**config.mk**
```make
export PLATFORM = sky130hd
export DESIGN_NAME = text_loader
export DESIGN_NICKNAME = d
export VERILOG_FILES = /design/src/rtl/text_loader.sv
export SDC_FILE = /design/constraint.sdc
export NUM_CORES = 1
export LEC_CHECK = 0
export CAP_MARGIN = 10
export CORE_ASPECT_RATIO = 2
export CORE_MARGIN = 2
export CORE_UTILIZATION = 30
export CTS_CLUSTER_DIAMETER = 200
export CTS_CLUSTER_SIZE = 16
export DETAILED_ROUTE_END_ITERATION = 8
export GPL_TIMING_DRIVEN = 0
export PLACE_DENSITY = 0.5
export SLEW_MARGIN = 20
export SYNTH_ARGS = -nofsm -noshare
export SYNTH_HDL_FRONTEND = slang
export SYNTH_SLANG_ARGS = --single-unit
```
**constraint.sdc**
```tcl
create_clock -name clock -period 2.8 [get_ports clock]
set_input_delay 0.56 -clock clock [delete_from_list [all_inputs] [get_ports clock]]
set_output_delay 0.56 -clock clock [all_outputs]
set_load 0.01 [all_outputs]
```
**src/rtl/text_loader.sv**
```systemverilog
// Boot loader: framed byte stream to little-endian text-memory words.
// Build option: LOADER_CHECKSUM_EN adds a trailing mod-256 checksum byte.
module text_loader #(
  parameter int         TEXT_BITS = 16,
  parameter logic [7:0] MAGIC     = 8'hA5
) (
  input  logic                 clock,
  input  logic                 reset,
  input  logic [7:0]           in_data,
  input  logic                 in_valid,
  output logic                 in_ready,
  output logic                 wr_en,
  output logic [TEXT_BITS-3:0] wr_address,
  output logic [31:0]          wr_data,
  output logic                 core_hold,
  output logic                 done,
  output logic                 error
);

  localparam int          AW  = TEXT_BITS - 2;
  localparam logic [32:0] CAP = 33'd1 << AW;

`ifdef LOADER_CHECKSUM_EN
  typedef enum logic [2:0] {
    IDLE, COUNT, DATA, CHECK, DONE, ERROR
  } state_t;
`else
  typedef enum logic [2:0] {
    IDLE, COUNT, DATA, DONE, ERROR
  } state_t;
`endif

  state_t        state, state_n;
  logic [1:0]    bidx;
  logic [31:0]   cnt;
  logic [23:0]   word;
  logic [AW-1:0] widx;
  logic          fire;
  logic          ready_n;
  logic          last_word;
  logic [31:0]   cnt_full;
`ifdef LOADER_CHECKSUM_EN
  logic [7:0]    sum;
`endif

  assign fire      = in_valid && in_ready;
  assign cnt_full  = {in_data, cnt[23:0]};
  assign last_word = (32'(widx) == cnt - 32'd1);

  assign done      = (state == DONE);
  assign error     = (state == ERROR);
  assign core_hold = !done;

  always_comb begin
    state_n = state;
    unique case (state)
      IDLE: begin
        if (fire && in_data == MAGIC)
          state_n = COUNT;
      end
      COUNT: begin
        if (fire && bidx == 2'd3) begin
          if (cnt_full == 32'd0)
`ifdef LOADER_CHECKSUM_EN
            state_n = CHECK;
`else
            state_n = DONE;
`endif
          else if ({1'b0, cnt_full} > CAP)
            state_n = ERROR;
          else
            state_n = DATA;
        end
      end
      DATA: begin
        if (fire && bidx == 2'd3 && last_word)
`ifdef LOADER_CHECKSUM_EN
          state_n = CHECK;
`else
          state_n = DONE;
`endif
      end
`ifdef LOADER_CHECKSUM_EN
      CHECK: begin
        if (fire)
          state_n = (in_data == sum) ? DONE : ERROR;
      end
`endif
      DONE:    state_n = DONE;
      ERROR:   state_n = ERROR;
      default: state_n = IDLE;
    endcase
  end

  assign ready_n = (state_n != DONE) && (state_n != ERROR);

  always_ff @(posedge clock) begin
    if (reset) begin
      state      <= IDLE;
      in_ready   <= 1'b0;
      wr_en      <= 1'b0;
      wr_address <= '0;
      wr_data    <= '0;
      bidx       <= '0;
      cnt        <= '0;
      word       <= '0;
      widx       <= '0;
`ifdef LOADER_CHECKSUM_EN
      sum        <= '0;
`endif
    end else begin
      state    <= state_n;
      in_ready <= ready_n;
      wr_en    <= 1'b0;
      if (fire && state == COUNT) begin
        bidx <= bidx + 2'd1;
        unique case (bidx)
          2'd0: cnt[7:0]   <= in_data;
          2'd1: cnt[15:8]  <= in_data;
          2'd2: cnt[23:16] <= in_data;
          default: cnt     <= cnt_full;
        endcase
      end
      if (fire && state == DATA) begin
        bidx <= bidx + 2'd1;
`ifdef LOADER_CHECKSUM_EN
        sum  <= sum + in_data;
`endif
        unique case (bidx)
          2'd0: word[7:0]   <= in_data;
          2'd1: word[15:8]  <= in_data;
          2'd2: word[23:16] <= in_data;
          default: begin
            wr_en      <= 1'b1;
            wr_data    <= {in_data, word};
            wr_address <= widx;
            widx       <= widx + 1'b1;
          end
        endcase
      end
    end
  end

endmodule

```
==> reports/metrics.cfg <==
[critical_path]
reg2reg_slack_ns = 0.02
worstSetupEndpointType = flip-flop
worstSetupPathType = flip-flop to flip-flop
cp_top_family = simple AND/OR/NAND/NOR gates
path_buf_inv = 1
slowest_delay_ns = 0.60
crit_start = cnt[2]
critical-path-slowest-cell = or4_4
crit_cells = 8
r2r_end = in_ready
crit_path_end = in_ready
worst-path-max-fanout = 10
path_cells = buf_6, or4_4, a2111oi_0, a31oi_1, a2111oi_2, nand2_1, or4_4, o2bb2ai_2
worstPathArrival_ns = 3.06
reg2reg_from = cnt[2]
reg2reg_depth = 8
crit_top_cell = or4_4
crit_required_ns = 3.07
cp-start-kind = flip-flop

[die]
fp-row-count = 69
die_area_um2 = 19400
die_y_um = 195
dieWidth_um = 99.5
initial_utilization_pct = 30.8
io_pins = 62
core_area_um2 = 17800

[drt]
vias = 5299
wl_per_cell_um = 17.6
firstDrtPassIters = 5
drc = 0
drt-initial-drc-count = 207
drtAntennaViolNets = 0
avgViaCountPerCell = 5.26
wl_mm = 17.8

[synthesis]
async_flop_share_pct = 0
ys_seq_elements = 123
yosys.area_share.simple_pct = 29.5
synth_edf_count = 0
synth_ff_type = dfxtp_1
synth_xor_area_share_pct = 4.64
synthMuxAreaShare_pct = 0.183
seq_area_frac_synth_pct = 45.0
synth_top_family_by_area = simple AND/OR/NAND/NOR gates
synth_compound_area_share_pct = 14.7
synth_fa_ha_area_share_pct = 1.60
ys_warn_count = 0
netlist_area_um2 = 5470
syn-num-nets = 723
syn_area_per_cell_um2 = 7.76
postSynthCellCount = 705
ys_types = 56

[placement]
port_buffers = 52
dpl_cell_area_um2 = 6260
dpl.hpwl_mm = 13.5
gp_congestion = 0.870

[global_routing]
grt_overflow = 0
grt_max_degree = 17
grt_pass1_wl_mm = 27.8
antenna_found_initial = 0
grt_usage_pct = 18.6
grt_pass1_vias = 5347

[sta]
post-route-min-period_ns = 2.78
finalHoldViolations = 0
whs_ns = 0.453
finalClockSkew_ns = 0.0130
setup_viol = 0
tightest_slew_ns = 0.795
maxSlewViolCount = 0
rsz0062_at_grt = yes
slew_headroom_pct = 47.0
max_freq_mhz = 359
timing.final.crit_share_pct = 99.4

[pwr]
ir_worst_vdd_mv = 0.411
p_seq_share_pct = 41.3
internal_power_w = 0.00334
switching_share_pct = 21.4
p_comb_share_pct = 2.1
power_switching_w = 0.000907
powerDensity_nw_per_um2 = 601
p_leak_nw = 2.40
clock_power_share_pct = 56.7

[final_layout]
final_cell_area_um2 = 7060
final_util_pct = 39.7
antennaDiodeCount = 0
layout-drive-gt1-share_pct = 8.82
finalNetCount = 799
areaGrowthSynthToFinish_pct = 29.1

[cts]
ctsLongestPathBuffers = 2
htreeDepth = 4
tritoncts = built
clkTransAtPathRegs_ns = 0.06
cts_root_buf = clkbuf_16
cts_buffers = 17
hold_buffers = 0
clock_latency_ns = 0.42
clock-sinks = 123

[status]
status = finished, final reports clean

[min_path]
hold_path_class = flip-flop to flip-flop
min_from = wr_data[17]

[run]
max_cap_violations = 0

## final cells by class
cell class	instances	area [um^2]
fill	1868	10700
multi-input combinational	520	2870
sequential	123	2470
timing repair buffer	59	573
clock buffer	20	467
tap	213	267
buffer	52	205
clock inverter	12	184
inverter	8	30.0
## repair_timing
action	4_1_cts	5_1_grt
gates resized for setup	16	10
pin swaps	6	2
hold endpoints to repair	0	0
setup endpoints to repair	57	13
setup buffers	7	0
## flip-flops by register name, summed over array words and instances, names as in the netlist
signal,count
widx,14
wr_address,14
wr_en,1
wr_data,32
in_ready,1
cnt,32
state,3
bidx,2
word,24
## cell usage in the layout (no fill, tap or decap), types with 8 or more instances in the layout
| master | count |
|---|---|
| xnor2_1 | 15 |
| clkbuf_16 | 17 |
| dfxtp_1 | 120 |
| xor2_1 | 14 |
| clkdlybuf4s50_1 | 52 |
| o21ai_0 | 9 |
| a21oi_1 | 110 |
| nand3_1 | 65 |
| nor2_1 | 24 |
| nor3_1 | 11 |
| nand2_1 | 170 |
| clkbuf_1 | 46 |
| inv_1 | 8 |
| nand4_1 | 10 |
## worst reg2reg max path: cells and delay by family, from the launching register on
kind                   cells  cell delay, ns
flip-flops                 1            0.30
buffers and inverters      1            0.13
AND/OR/NAND/NOR            3            1.38
AO/OA/AOI/OAI              4            0.83
## how the worst min path moves through the flow
| stage | endpoint | cells after the start |
|---|---|---|
| 2_1_floorplan | cnt[31] | 2 |
| 3_3_place_gp | wr_address[10] | 2 |
| 3_5_place_dp | word[6] | 2 |
| 4_1_cts | wr_data[28] | 2 |
| 5_1_grt | wr_data[8] | 2 |
| 6_report | wr_data[17] | 2 |
## synth_stat cells (2+ instances only)
master	count	area share [%]
nand2_1	170	12
dfxtp_1	123	45
a21oi_1	110	10
nand3_1	65	5.9
clkbuf_1	48	3.3
nor2_1	26	1.8
xnor2_1	15	2.4
xor2_1	14	2.2
nor3_1	13	1.2
nand4_1	10	1.1
o21ai_0	9	0.82
inv_1	8	0.55
ha_1	7	1.6
or3_1	7	0.80
or4_1	7	0.96
nand2b_1	6	0.69
and3_1	5	0.57
nor2b_1	5	0.57
nor4_1	5	0.57
buf_1	4	0.27
o211ai_1	4	0.55
or2_2	3	0.34
a2111oi_0	2	0.32
a221oi_1	2	0.32
a31oi_1	2	0.23
and2_1	2	0.23
and3b_1	2	0.32
o31ai_1	2	0.27
or4_4	2	0.41
## metal layers
layer | global-route usage [%] | vias up | wire length, um
met5 | 0 | - | 0
met4 | 10.7 | 0 | 913
met3 | 3.40 | 60 | 594
met2 | 36.3 | 143 | 9980
met1 | 17.4 | 2516 | 6260
li1 | - | 2580 | -
## power by group through the flow
stage / Combinational (W) / Clock (W) / Sequential [W]
floorplan: 0.0000436 / 0 / 0.00179
global placement: 0.0000834 / 0 / 0.00179
detailed placement: 0.0000839 / 0 / 0.00179
CTS: 0.0000874 / 0.00245 / 0.00175
global route: 0.0000927 / 0.00251 / 0.00175
finish: 0.0000878 / 0.00241 / 0.00175
## logic make-up after synthesis
family / after synthesis
multiplexers: 1
adder cells (fa/ha/maj): 7
flip-flops: 123
AO/OA/AOI/OAI: 144
buffers and inverters: 62
XOR/XNOR: 29
AND/OR/NAND/NOR: 339
## metrics by stage
stage	TNS [ns]	instances	setup WS, ns	total power [W]
2_1_floorplan	0	705	0.269	0.00183
3_3_place_gp	-37.56	970	-0.858	0.00187
3_5_place_dp	-41.95	970	-0.893	0.00187
4_1_cts	0	1009	0.00147	0.00429
5_1_grt	-0.0741	1007	-0.0640	0.00435
6_report	0	1007	0.0163	0.00425
(Power assumes the default switching activity.)
